==> config.mk <==
export PLATFORM = sky130hd
export DESIGN_NAME = ex_muldiv_unit
export DESIGN_NICKNAME = d
export VERILOG_FILES = /design/src/rtl/muldiv_pkg.sv /design/src/rtl/muldiv_step.sv /design/src/rtl/ex_muldiv_unit.sv
export SDC_FILE = /design/constraint.sdc
export NUM_CORES = 1
export LEC_CHECK = 0
export ABC_AREA = 1
export CELL_PAD_IN_SITES_DETAIL_PLACEMENT = 0
export CELL_PAD_IN_SITES_GLOBAL_PLACEMENT = 1
export CORE_MARGIN = 2
export CORE_UTILIZATION = 46
export CTS_CLUSTER_DIAMETER = 30
export DETAILED_ROUTE_END_ITERATION = 16
export DONT_BUFFER_PORTS = 1
export PLACE_DENSITY = 0.81
export SYNTH_ARGS = -nofsm -noshare
export SYNTH_HDL_FRONTEND = slang
export SYNTH_SLANG_ARGS = --single-unit
export TNS_END_PERCENT = 30
==> constraint.sdc <==
create_clock -name clk -period 3.2 [get_ports clk]
set_input_delay 0.64 -clock clk [delete_from_list [all_inputs] [get_ports clk]]
set_output_delay 0.64 -clock clk [all_outputs]
set_load 0.01 [all_outputs]
==> src/rtl/muldiv_pkg.sv <==
// rtl/muldiv_pkg.sv - shared constants, op encodings and FSM state type for the EX mul/div unit

package muldiv_pkg;

   localparam int ITER  = 32;
   localparam int CNT_W = $clog2(ITER);

   localparam logic [1:0] MD_MULT  = 2'b00;
   localparam logic [1:0] MD_MULTU = 2'b01;
   localparam logic [1:0] MD_DIV   = 2'b10;
   localparam logic [1:0] MD_DIVU  = 2'b11;

   localparam logic [ITER-1:0] DIV0_QUOT = 32'hFFFF_FFFF;

   typedef enum logic [1:0] {
      ST_IDLE  = 2'd0,
      ST_CALC  = 2'd1,
      ST_FIXUP = 2'd2
   } state_t;

   function automatic logic [ITER-1:0] cond_neg(input logic [ITER-1:0] v, input logic neg);
      return neg ? (~v + 1'b1) : v;
   endfunction

endpackage

==> src/rtl/muldiv_step.sv <==
// rtl/muldiv_step.sv - one iteration of shift-add multiply or restoring shift-subtract divide

module muldiv_step
   import muldiv_pkg::*;
(
   input  logic                is_div,
   input  logic [ITER-1:0]     mag,
   input  logic [2*ITER-1:0]   acc,
   input  logic [ITER-1:0]     mq,
   output logic [2*ITER-1:0]   acc_next,
   output logic [ITER-1:0]     mq_next
);

   logic [ITER:0]   sum;
   logic [ITER:0]   shifted;
   logic [ITER+1:0] diff;

   // Multiply: product bits enter at the top of acc and shift down; mq holds the multiplier.
   // Divide: acc[ITER:0] is the partial remainder; mq shifts dividend out and quotient in.
   always_comb begin
      sum      = {1'b0, acc[2*ITER-1:ITER]} + (mq[0] ? {1'b0, mag} : '0);
      shifted  = {acc[ITER-1:0], mq[ITER-1]};
      diff     = {1'b0, shifted} - {2'b00, mag};
      acc_next = {sum, acc[ITER-1:1]};
      mq_next  = {1'b0, mq[ITER-1:1]};
      if (is_div) begin
         if (!diff[ITER+1]) begin
            acc_next = {{(ITER-1){1'b0}}, diff[ITER:0]};
            mq_next  = {mq[ITER-2:0], 1'b1};
         end else begin
            acc_next = {{(ITER-1){1'b0}}, shifted};
            mq_next  = {mq[ITER-2:0], 1'b0};
         end
      end
   end

endmodule

==> src/rtl/ex_muldiv_unit.sv <==
// rtl/ex_muldiv_unit.sv - EX-stage multi-cycle MULT/MULTU/DIV/DIVU unit with HI/LO and stall
// Optional MULDIV_ZERO_SKIP_EN: zero multiply operand or zero divisor bypasses CALC.

module ex_muldiv_unit
   import muldiv_pkg::*;
(
   input  logic            clk,
   input  logic            rst_n,
   input  logic            start_i,
   input  logic [1:0]      op_i,
   input  logic [ITER-1:0] rs_i,
   input  logic [ITER-1:0] rt_i,
   input  logic            hilo_rd_i,
   input  logic            flush_i,
   output logic            busy_o,
   output logic            stall_o,
   output logic            done_o,
   output logic [ITER-1:0] hi_o,
   output logic [ITER-1:0] lo_o
);

   state_t              state;
   logic [CNT_W-1:0]    cnt;
   logic [2*ITER-1:0]   acc, acc_next, prod;
   logic [ITER-1:0]     mag, mq, mq_next, rs_raw;
   logic [ITER-1:0]     rs_mag, rt_mag, fix_hi, fix_lo;
   logic                is_div, neg_q, neg_r, div0;
   logic                rs_neg, rt_neg;

   assign busy_o  = (state != ST_IDLE);
   assign stall_o = busy_o & (start_i | hilo_rd_i);

   assign rs_neg = ~op_i[0] & rs_i[ITER-1];
   assign rt_neg = ~op_i[0] & rt_i[ITER-1];
   assign rs_mag = cond_neg(rs_i, rs_neg);
   assign rt_mag = cond_neg(rt_i, rt_neg);

`ifdef MULDIV_ZERO_SKIP_EN
   logic zero_opnd;
   assign zero_opnd = (rt_i == '0) | (~op_i[1] & (rs_i == '0));
`endif

   muldiv_step u_step (
      .is_div   (is_div),
      .mag      (mag),
      .acc      (acc),
      .mq       (mq),
      .acc_next (acc_next),
      .mq_next  (mq_next)
   );

   // Divide-by-zero returns the dividend exactly as supplied, so it bypasses the sign fix-up.
   always_comb begin
      prod   = neg_q ? (~acc + 1'b1) : acc;
      fix_hi = prod[2*ITER-1:ITER];
      fix_lo = prod[ITER-1:0];
      if (is_div) begin
         if (div0) begin
            fix_hi = rs_raw;
            fix_lo = DIV0_QUOT;
         end else begin
            fix_hi = cond_neg(acc[ITER-1:0], neg_r);
            fix_lo = cond_neg(mq, neg_q);
         end
      end
   end

   always_ff @(posedge clk or negedge rst_n) begin
      if (!rst_n) begin
         state  <= ST_IDLE;
         cnt    <= '0;
         acc    <= '0;
         mag    <= '0;
         mq     <= '0;
         rs_raw <= '0;
         is_div <= 1'b0;
         neg_q  <= 1'b0;
         neg_r  <= 1'b0;
         div0   <= 1'b0;
         hi_o   <= '0;
         lo_o   <= '0;
         done_o <= 1'b0;
      end else begin
         done_o <= 1'b0;
         if (flush_i) begin
            state <= ST_IDLE;
         end else begin
            case (state)
               ST_IDLE: if (start_i) begin
                  is_div <= op_i[1];
                  mag    <= op_i[1] ? rt_mag : rs_mag;
                  mq     <= op_i[1] ? rs_mag : rt_mag;
                  neg_q  <= rs_neg ^ rt_neg;
                  neg_r  <= rs_neg;
                  div0   <= op_i[1] & (rt_i == '0);
                  rs_raw <= rs_i;
                  acc    <= '0;
                  cnt    <= '0;
`ifdef MULDIV_ZERO_SKIP_EN
                  state  <= zero_opnd ? ST_FIXUP : ST_CALC;
`else
                  state  <= ST_CALC;
`endif
               end
               ST_CALC: begin
                  acc <= acc_next;
                  mq  <= mq_next;
                  cnt <= cnt + 1'b1;
                  if (cnt == CNT_W'(ITER-1)) state <= ST_FIXUP;
               end
               ST_FIXUP: begin
                  hi_o   <= fix_hi;
                  lo_o   <= fix_lo;
                  done_o <= 1'b1;
                  state  <= ST_IDLE;
               end
               default: state <= ST_IDLE;
            endcase
         end
      end
   end

endmodule

## Word-level counts from Yosys, hierarchy flattened

Cells that the tools add are included.

- Add/subtract/negate cells: 8
- Equality and inequality tests: 6
- Multiplexer cells: 28
- Bitwise gates (word level): 13
- Reductions and logical operators: 8

Operator list:

| operator | number |
|---|---|
| $mux 32 | 13 |
| $mux 64 | 3 |
| $add 32x1->32 const B | 4 |
| $not 32->32 | 4 |
| $pmux 64 s2 | 1 |
| $add 64x1->64 const B | 1 |
| $not 64->64 | 1 |
| $pmux 32 s2 | 1 |
| $sub 33x32->34 | 1 |
| $add 32x33->33 | 1 |
| $mux 33 | 1 |
| $logic_not 32->1 | 1 |
| $pmux 5 s2 | 1 |
| $mux 2 | 3 |
| $ne 3x3->1 const B | 2 |
| $reduce_and 3->1 | 2 |
| $add 5x1->5 const B | 1 |
| $eq 5x5->1 const B | 1 |
| $mux 5 | 1 |
| $and 1x1->1 | 4 |
| $pmux 2 s2 | 1 |
| $reduce_and 2->1 | 2 |
| $reduce_bool 2->1 | 2 |
| $mux 1 | 3 |
| other kinds (7) | 8 |

- Register bits: 236
- Input port bits: 71
- Output and inout bits: 67
- Word-level logic and storage cells: 76

## Longest topological paths before layout

Gate-level depths: netlist of the first run.

- Depth after elaboration: 6
- Mapped depth: 18
- Gate-level depth less buffers: 17

## Cells and area by module

From an unflattened synthesis of the first run, not the netlist that was laid out.

- Cells, all modules: 3785
- Area total of the unflattened synthesis: 22128.7 sq um

By module, submodules not included:

| module | instances | cells each | area each (sq um) | seq. area each (sq um) |
|---|---|---|---|---|
| ex_muldiv_unit | 1 | 2528 | 16118.0 | 5905.7 |
| muldiv_step | 1 | 1257 | 6010.8 | 0.0 |

## Worst setup path before layout of the first run

OpenSTA, ideal clock, no wires.

- Path kind: register to register
- Start: register mq[0]
- End: register acc[55]
- Library setup time: 117 ps
- Data arrival time: 2414 ps
- Required time: 3083 ps
- Setup slack: 669 ps
- Stages on the path, launching flop included: 18
- Path buffers: 2
- Clock period less this slack: 2531 ps
- Path through: dfrtp_1 clkbuf_1 clkbuf_1 nand2_1 inv_1 ha_1 inv_1 fa_1 o21ai_1 nand2_1 nand2_1 inv_1 o21ai_1 nand2_1 nand3_1 nand2_1 nand3_1 nand2_1

- Cells in the longest elaborated chain, start to end: 4

Ends and longest elaborated chain:

| what | line | text |
|---|---|---|
| from (decl) | ex_muldiv_unit.sv:25 | `logic [ITER-1:0] mag, mq, mq_next, rs_raw;` |
| from (signal assigned) | ex_muldiv_unit.sv:92 | `mq <= op_i[1] ? rs_mag : rt_mag;` |
| from (signal assigned) | ex_muldiv_unit.sv:107 | `mq <= mq_next;` |
| $mux 32 | muldiv_step.sv:21 | `sum = {1'b0, acc[2*ITER-1:ITER]} + (mq[0] ? {1'b0, mag} : '0);` |
| $add 32x33->33 | muldiv_step.sv:21 |  |
| $mux 64 | muldiv_step.sv:26 | `if (is_div) begin` |
| $pmux 64 s2 | ex_muldiv_unit.sv:88 | `case (state)` |
| to (signal assigned) | ex_muldiv_unit.sv:106 | `acc <= acc_next;` |
| to (decl) | ex_muldiv_unit.sv:24 | `logic [2*ITER-1:0] acc, acc_next, prod;` |

No other way between the ends.
A chain may end at the register's enable or synchronous reset.

## Final worst setup path of the first run

- Start: register mq[31]
- End: register acc[28]

- Cells in the longest elaborated chain, start to end: 4

Ends and longest elaborated chain:

| what | line | text |
|---|---|---|
| $sub 33x32->34 | muldiv_step.sv:23 | `diff = {1'b0, shifted} - {2'b00, mag};` |
| $mux 33 | muldiv_step.sv:27 | `if (!diff[ITER+1]) begin` |
| $mux 64 | muldiv_step.sv:26 |  |
| $pmux 64 s2 | ex_muldiv_unit.sv:88 |  |

No other way between the ends.

==> results.txt, run 1 <==
----------------------------------------------------
[Status]
  Outcome ... finished, violations left
  Failing checks ... hold timing

[Timing]
  Total of endpoints with negative setup slack in the final report ... 0
  Relative max-transition margin ... approximately half
  Time the final worst path needs with I/O delays and setup ... 3.07 ns
  Hold Violations, Final ... approximately 240
  RSZ-0062 raised after global routing ... false
  Max-slew violations ... 0
  Max Clock Freq ... between 0.3 and 0.4 GHz
  Maximum clock skew at final layout ... 0.0265 ns
  Post-Route Setup TNS ... 0 ns
  Worst Hold Slack ... -0.243 ns
  Smallest setup slack after layout ... about 0.13 ns
  Post-route clock period utilization ... a little over nine tenths
  Worst Tran Pin Value ... 0.751 ns

[Placed design]
  Number of instances in the placed design ... ~4300
  Dpl ws ... 0.246 ns
  HPWL after detailed placement ... approximately 83000 µm
  Count of port buffers added during placement ... 0
  Weighted congestion at the end of routability-driven global placement ... 1.05

[Power and ir drop]
  Proportion of power drawn by the clock network ... 30.8%
  PD cells ... 917 nW/µm²
  Comb power frac ... about 50%
  Reported leakage power ... approximately 13 nW
  Portion of total power attributed to sequential cells ... around 19%
  Internal power ... 11.8 mW
  Worst supply voltage drop on vdd ... 0.503 mV
  Proportion of total power due to net switching ... 49.0%
  Switching power ... 11.4 mW
  Power Total ... 23.3 mW

[Floorplan]
  Core footprint ... 47800 µm²
  Overall die area ... between 50000 and 60000 µm²
  Io pins ... between 100 and 150
  Initial core utilization ... 46.7%
  Die H ... 224 µm
  Overall die width ... 224 µm
  Number of rows in the core area ... 80

[Synth]
  Sequential area share after synthesis ... a little over a quarter
  Share of async-settable or async-resettable flops after synthesis ... 100%
  Count of unique library cells instantiated by Yosys ... 57
  Total nets after synthesis ... a little under 4000
  EDFF count, synth ... 0
  Gate Count Post-Synth ... 3768
  Total of flip-flops plus latches after synthesis ... 236
  Mean cell area of the mapped netlist ... 5.93 µm²
  Most frequently used flop master after synthesis ... sky130_fd_sc_hd__dfrtp_1
  Synth Warn # ... 0
  Synth area leader ... sky130_fd_sc_hd__dfrtp_1
  Area share of the largest cell type after synthesis ... 26.4%
  Top area cells in the synthesized netlist ... sky130_fd_sc_hd__dfrtp_1 (26%), sky130_fd_sc_hd__nand2_1 (21%), sky130_fd_sc_hd__nand3_1 (8.4%)
  Area of the mapped netlist ... 22400 µm²

[Critical path]
  Largest fanout on the critical path ... 5
  Setup Crit Path Kind ... register to register
  Element type at the critical path end ... register
  Destination of the worst register-to-register timing path ... acc[28]$_DFFE_PN0P_
  Slowest cell on the critical path ... sky130_fd_sc_hd__fa_1
  Cell family contributing the most delay on the critical path ... simple AND/OR/NAND/NOR gates
  Critical path arrival ... ~3.6 ns
  Flop2flop setup slack ... 0.13 ns
  R2R cell count ... 16
  Required time worst endpoint ... 3.67 ns
  Bufs and invs on worst path ... 2
  Critical Path, Cell by Cell ... inv_1, ha_1, inv_1, fa_1, nand3_1, nand3_1, nand2_1, nand2_1, nand2_1, nand2_1, nand2_1, nand3_1, nand3_1, nand2_1, nand2_1, nand2_1
  Critical Path Source Type ... register
  Most common cell type on the critical path ... sky130_fd_sc_hd__nand2_1
  Crit-path max cell delay ... approximately 0.47 ns
  Beginning of the worst register-to-register path ... mq[31]$_DFFE_PN0P_

[Final layout]
  Commonest cells after routing, fill and taps aside ... sky130_fd_sc_hd__nand2_1 (1268), sky130_fd_sc_hd__inv_1 (456), sky130_fd_sc_hd__nand3_1 (374), sky130_fd_sc_hd__nor2_1 (343), sky130_fd_sc_hd__a21oi_1 (242)
  Layout cell share with drive strength beyond 1 ... 6.64%
  Post-layout nets ... 3885
  Layout area overhead ... 13.4%
  Most common cell after layout, fill and taps aside ... sky130_fd_sc_hd__nand2_1
  Diodes inserted ... 0
  Final cell count without fillers ... 4408

[Detailed routing]
  Drc violations ... 0
  First-pass iteration count of the detailed router ... 6
  Vias post-DR ... 26300
  Number of nets with antenna violations after detailed routing ... 0
  Drt first-iter violations ... 3537
  Total wire length after detailed routing ... 105000 µm
  Average wire per cell in the routed design ... 23.8 µm
  Post-DR vias/cell ... 5.97

[CTS]
  Post-cts resize count ... 0
  H-Tree Level Count ... 3
  Clock Sink Count ... approximately 240
  CTS Buf Count ... 67
  Clock tree from TritonCTS ... built
  Buffer cell driving the clock tree root ... sky130_fd_sc_hd__clkbuf_16
  Post-CTS Setup Bufs ... 0
  Number of buffers between clock root and the deepest sink ... 3
  Latest clock arrival within the worst-skew pair ... 0.61 ns
  Register clock-pin slew on the reported worst setup and hold paths ... 0.04 ns

[GRT]
  Initial antenna violation count ... 4
  Pin count of the biggest net entering global routing ... 237
  Number of global-route vias before repair ... around 25000
  First-pass GRT wire length ... 155000 µm
  Leftover overflow at the end of global routing ... 0
  Overall global routing resource usage ... 41.3%

[Hold path]
  Worst min-delay path class ... input port to asynchronous set/reset pin

[Flow run]
  # Max-Cap Violations ... 0

----------------------------------------------------
-- area by class of cell --
type                    count  area (µm²)
multi-input cells        2914       14100
flip-flops and latches    236        5910
well taps                 615         769
repair buffers             45         413
clock inverters            30         529
fillers                  4935       22500
clock buffers              90        1880
inverters                 478        1800
-- cell usage after synthesis, types with 4 or more instances --
library cell	count
sky130_fd_sc_hd__or2_2	15
sky130_fd_sc_hd__clkinv_1	4
sky130_fd_sc_hd__a2bb2oi_1	4
sky130_fd_sc_hd__o21bai_1	4
sky130_fd_sc_hd__a22oi_1	13
sky130_fd_sc_hd__clkbuf_1	84
sky130_fd_sc_hd__a31oi_1	5
sky130_fd_sc_hd__a21oi_1	242
sky130_fd_sc_hd__a22o_1	4
sky130_fd_sc_hd__nand2_1	1268
sky130_fd_sc_hd__nor2_1	344
sky130_fd_sc_hd__nand3_1	374
sky130_fd_sc_hd__o21ai_0	230
sky130_fd_sc_hd__o21ai_1	26
sky130_fd_sc_hd__o21a_1	7
sky130_fd_sc_hd__nand3b_1	17
sky130_fd_sc_hd__a21boi_1	7
sky130_fd_sc_hd__buf_1	18
sky130_fd_sc_hd__o31ai_1	5
sky130_fd_sc_hd__xnor2_1	10
sky130_fd_sc_hd__nor2_4	11
sky130_fd_sc_hd__nor3_1	24
sky130_fd_sc_hd__a21o_1	4
sky130_fd_sc_hd__a21boi_0	22
sky130_fd_sc_hd__o221ai_1	8
sky130_fd_sc_hd__o22ai_1	9
sky130_fd_sc_hd__buf_2	30
sky130_fd_sc_hd__and2_1	4
sky130_fd_sc_hd__dfrtp_1	236
sky130_fd_sc_hd__buf_6	5
sky130_fd_sc_hd__nor2_2	20
sky130_fd_sc_hd__nand4_1	37
sky130_fd_sc_hd__ha_1	70
sky130_fd_sc_hd__nand2_2	11
sky130_fd_sc_hd__inv_1	456
sky130_fd_sc_hd__inv_2	17
sky130_fd_sc_hd__o211ai_1	49
sky130_fd_sc_hd__xor2_1	39
-- worst register-to-register path: cells and delay by family, from the launching register on --
kind	cells	cell delay (ns)
and+or+nand+nor	12	1.46
adders and majority gates	2	0.69
DFF	1	0.42
buffers and inverters	2	0.39
-- cell families (layout without fill, tap and decap cells) --
logic type               after synthesis  count (layout)  share of synthesized area (%)
AO/OA/AOI/OAI                        644             644                           16.1
XOR/XNOR                              50              50                           1.99
adder cells (fa/ha/maj)               72              72                           4.10
buffers and inverters                618             643                           10.8
flip-flops                           236             236                           26.4
AND/OR/NAND/NOR                     2148            2148                           40.6
-- worst max-delay path by stage --
stage                     cells after the start                   to          startpoint  slack [ns]
final                                        16  acc[28]$_DFFE_PN0P_  mq[31]$_DFFE_PN0P_        0.13
after global routing                         16  acc[28]$_DFFE_PN0P_  mq[31]$_DFFE_PN0P_        0.01
after CTS                                    16  acc[28]$_DFFE_PN0P_  mq[31]$_DFFE_PN0P_        0.23
after detailed placement                     16  acc[28]$_DFFE_PN0P_  mq[31]$_DFFE_PN0P_        0.25
after global placement                       16  acc[28]$_DFFE_PN0P_  mq[31]$_DFFE_PN0P_        0.20
after floorplan                              17  acc[55]$_DFFE_PN0P_   mq[0]$_DFFE_PN0P_        0.67
-- layer usage --
layer / up-vias / GRT usage (%) / wire, µm
met3: 413 / 8.80 / 10200
li1: 12200 / - / -
met2: 1612 / 65.6 / 46700
met1: 12100 / 50.0 / 39100
met4: 4 / 29.3 / 8880
met5: - / 0 / 23
-- state kept, by name, summed over array words and instances, names as in the netlist, 2 cells and up --
name,cells
hi_o,32
mq,32
lo_o,32
cnt,5
acc,64
state,2
rs_raw,32
mag,32
-- stage by stage --
| stage | utilization [%] | instance area, µm² |
|---|---|---|
| 2_1_floorplan | - | 22400 |
| 4_1_cts | 53.0 | 25400 |
| 5_1_grt | 53.0 | 25400 |
| 6_report | 53.0 | 25400 |
| 3_5_place_dp | 48.0 | 22900 |
| 3_3_place_gp | 48.0 | 22900 |
-- power groups by stage --
stage | Sequential (mW) | Combinational, mW | Clock (mW)
6_report | 4.49 | 11.6 | 7.17
5_1_grt | 4.50 | 12.6 | 7.34
4_1_cts | 4.44 | 11.2 | 7.19
3_5_place_dp | 4.48 | 11.1 | 0
3_3_place_gp | 4.46 | 11.2 | 0
2_1_floorplan | 3.94 | 7.86 | 0
Note: power is estimated with default switching activity, not from simulation.
==> inputs of run 2 (changes only) <==
CORE_UTILIZATION = 30   (was 46)
PLACE_DENSITY = 0.57   (was 0.81)
==> run 2 against run 1 <==
Net effect:
- the run still ends with hold timing left
- sequential power is 2% lower
- clock skew is 0.028 ns higher
- combinational power hardly changed
- setup slack better by 0.14 ns
- clock power is 11% higher
==> results.txt, run 2 (synthesized netlist as in run 1, its figures left out) <==
----------------------------------------------------
[GRT]
  Pin count of the biggest net entering global routing ... 237 (unchanged)
  First-pass GRT wire length ... 165000 µm (+6.9%)
  Overall global routing resource usage ... 28.9% (-12 points)
  Leftover overflow at the end of global routing ... 0 (unchanged)
  Number of global-route vias before repair ... 24500 (-1.0%)
  Initial antenna violation count ... 2 (-2)

[CTS]
  Post-cts resize count ... 0 (unchanged)
  Latest clock arrival within the worst-skew pair ... 0.65 ns (+0.04 ns)
  Buffer cell driving the clock tree root ... sky130_fd_sc_hd__clkbuf_16
  Clock Sink Count ... 236 (unchanged)
  Post-CTS Setup Bufs ... 0 (unchanged)
  Register clock-pin slew on the reported worst setup and hold paths ... 0.04 ns (about the same)
  CTS Buf Count ... 78 (+16%)
  H-Tree Level Count ... 3 (unchanged)
  Number of buffers between clock root and the deepest sink ... 3 (unchanged)
  Clock tree from TritonCTS ... built

[Final layout]
  Max reg flops ... 64 (unchanged)
  Diodes inserted ... 0 (unchanged)
  Post-layout nets ... 3917 (+0.82%)
  Commonest cells after routing, fill and taps aside ... sky130_fd_sc_hd__nand2_1 (1268), sky130_fd_sc_hd__inv_1 (456), sky130_fd_sc_hd__nand3_1 (374), sky130_fd_sc_hd__nor2_1 (343), sky130_fd_sc_hd__a21oi_1 (242)
  Filler cells ... 8357 (+69%)
  Utilization after layout ... 35.5% (-17 points)
  Area occupied by multi-input gates ... 14100 µm² (unchanged)
  Most common cell after layout, fill and taps aside ... sky130_fd_sc_hd__nand2_1
  Layout area overhead ... 17.7%
  Layout cell share with drive strength beyond 1 ... 7.53% (+0.89 points)
  Register bank with the most flops ... acc
  Area taken by flip-flops and latches ... 5910 µm² (unchanged)

[Critical path]
  Crit-path max cell delay ... 0.46 ns (about the same)
  Setup Crit Path Kind ... register to register
  Element type at the critical path end ... register
  Critical Path, Cell by Cell ... inv_1, ha_1, inv_1, fa_1, nand3_1, nand3_1, nand2_1, nand2_1, nand2_1, nand2_1, nand2_1, nand3_1, nand3_1, nand2_1, nand2_1, nand2_1
  Required time worst endpoint ... 3.70 ns (+0.03 ns)
  Critical path arrival ... 3.43 ns (-0.12 ns)
  Largest fanout on the critical path ... 5 (unchanged)
  Most common cell type on the critical path ... sky130_fd_sc_hd__nand2_1
  Slowest cell on the critical path ... sky130_fd_sc_hd__fa_1
  Critical Path Source Type ... register

[Power and ir drop]
  Internal power ... 12.5 mW (+5.6%)
  Portion of total power attributed to sequential cells ... 18.1% (-1.2 points)
  PD cells ... 922 nW/µm² (+0.50%)
  Worst supply voltage drop on vdd ... 0.429 mV (-15%)
  Proportion of power drawn by the clock network ... 32.8% (+2.0 points)
  Reported leakage power ... 13.5 nW (+2.2%)
  Comb power frac ... 49.1% (-0.8 points)
  Proportion of total power due to net switching ... 48.4% (-0.64 points)
  Switching power ... 11.7 mW (+2.9%)

[Floorplan]
  Overall die width ... 277 µm (+23%)
  Io pins ... 138 (unchanged)
  Overall die area ... 76700 µm² (+52%)
  Die H ... 277 µm (+23%)
  Number of rows in the core area ... 100 (+25%)
  Core footprint ... 74100 µm² (+55%)
  Initial core utilization ... 30.2% (-17 points)

[Flow run]
  # Max-Cap Violations ... 0 (unchanged)

[Detailed routing]
  Vias post-DR ... 25100 (-4.7%)
  Drt first-iter violations ... 2605 (-26%)
  First-pass iteration count of the detailed router ... 8 (+2)
  Average wire per cell in the routed design ... 23.4 µm (-1.8%)
  Post-DR vias/cell ... 5.22 (-13%)
  Drc violations ... 0 (unchanged)
  Number of nets with antenna violations after detailed routing ... 0 (unchanged)
  Total wire length after detailed routing ... 112000 µm (+7.1%)

[Timing]
  Post-Route Setup TNS ... 0 ns (unchanged)
  Max Clock Freq ... 0.341 GHz (+4.9%)
  Total of endpoints with negative setup slack in the final report ... 0 (unchanged)
  Post-route clock period utilization ... 91.6% (-4.5 points)
  Max-slew violations ... 0 (unchanged)
  RSZ-0062 raised after global routing ... false
  Worst Tran Pin Value ... 0.817 ns (+0.0657 ns)
  Relative max-transition margin ... 45.3% (-4.6 points)
  Worst Hold Slack ... -0.273 ns (-0.0299 ns)
  Maximum clock skew at final layout ... 0.0549 ns (+0.0285 ns)
  Time the final worst path needs with I/O delays and setup ... 2.93 ns (-0.143 ns)
  Hold Violations, Final ... 236 (unchanged)

[Status]
  Failing checks ... hold timing
  Outcome ... finished, violations left

[Placed design]
  Count of port buffers added during placement ... 0 (unchanged)
  Weighted congestion at the end of routability-driven global placement ... 0.961 (-8.8%)
  HPWL after detailed placement ... 90600 µm (+8.6%)

[Hold path]
  Worst min-delay path class ... input port to asynchronous set/reset pin

----------------------------------------------------
-- run 2: final cells by class --
| cell class | count | area share (%) |
|---|---|---|
| Tap cell | 969 | 4.61 |
| Clock inverter | 35 | 2.16 |
| Multi-Input combinational cell | 2914 | 53.4 |
| Inverter | 478 | 6.84 |
| Timing Repair Buffer | 66 | 2.22 |
| Clock buffer | 108 | 8.30 |
| Sequential cell | 236 | 22.5 |
-- run 2: critical path: cells and delay by family (launching register included) --
family                     cells  cell delay [ns]
DFF                            1             0.38
adders and majority gates      2             0.69
buffers and inverters          2             0.40
and+or+nand+nor               12             1.34
-- run 2: path summary, 6_finish.rpt --
kind / start / slack (ns) / to / cells after the start
min in group clk: rs_i[22] / 0.11 / rs_raw[22]$_DFFE_PN0P_ / 2
max reg2reg: mq[31]$_DFFE_PN0P_ / 0.27 / acc[32]$_DFFE_PN0P_ / 16
min reg2reg: cnt[2]$_DFFE_PN0P_ / 0.49 / cnt[2]$_DFFE_PN0P_ / 1
max: mq[31]$_DFFE_PN0P_ / 0.27 / acc[32]$_DFFE_PN0P_ / 16
max in group asynchronous: rst_n / 2.96 / mq[11]$_DFFE_PN0P_ / 0
min: rst_n / -0.27 / acc[57]$_DFFE_PN0P_ / 0
-- run 2: power by group through the flow --
stage | clock (mW) | sequential (mW) | combinational, mW
detailed placement | 0 | 4.41 | 11.7
CTS | 8.04 | 4.37 | 11.7
floorplan | 0 | 3.94 | 7.86
global route | 8.22 | 4.43 | 13.1
global placement | 0 | 4.42 | 11.7
finish | 7.95 | 4.39 | 11.9
-- run 2: metrics by stage --
stage          power, mW  instance area, µm²  worst slack [ns]  hold slack, ns  instances
6_report            24.3               26300             0.269          -0.273       4806
5_1_grt             25.8               26300            0.0716          -0.304       4806
4_1_cts             24.1               26300             0.291          -0.305       4806
3_5_place_dp        16.1               23600             0.309           0.363       4663
3_3_place_gp        16.2               23600             0.296           0.360       4663
2_1_floorplan       11.8               22400             0.669           0.344       3768
-- run 2: per-layer routing --
layer / vias to the layer above / wire length [µm] / part of all wire, % / track usage, %
met5: - / 0 / 0 / 0
met4: 0 / 5100 / 4.5 / 12.1
met3: 186 / 6680 / 5.9 / 4.35
met2: 906 / 51000 / 45 / 46.9
met1: 11800 / 49600 / 44 / 38.4
li1: 12200 / - / - / -
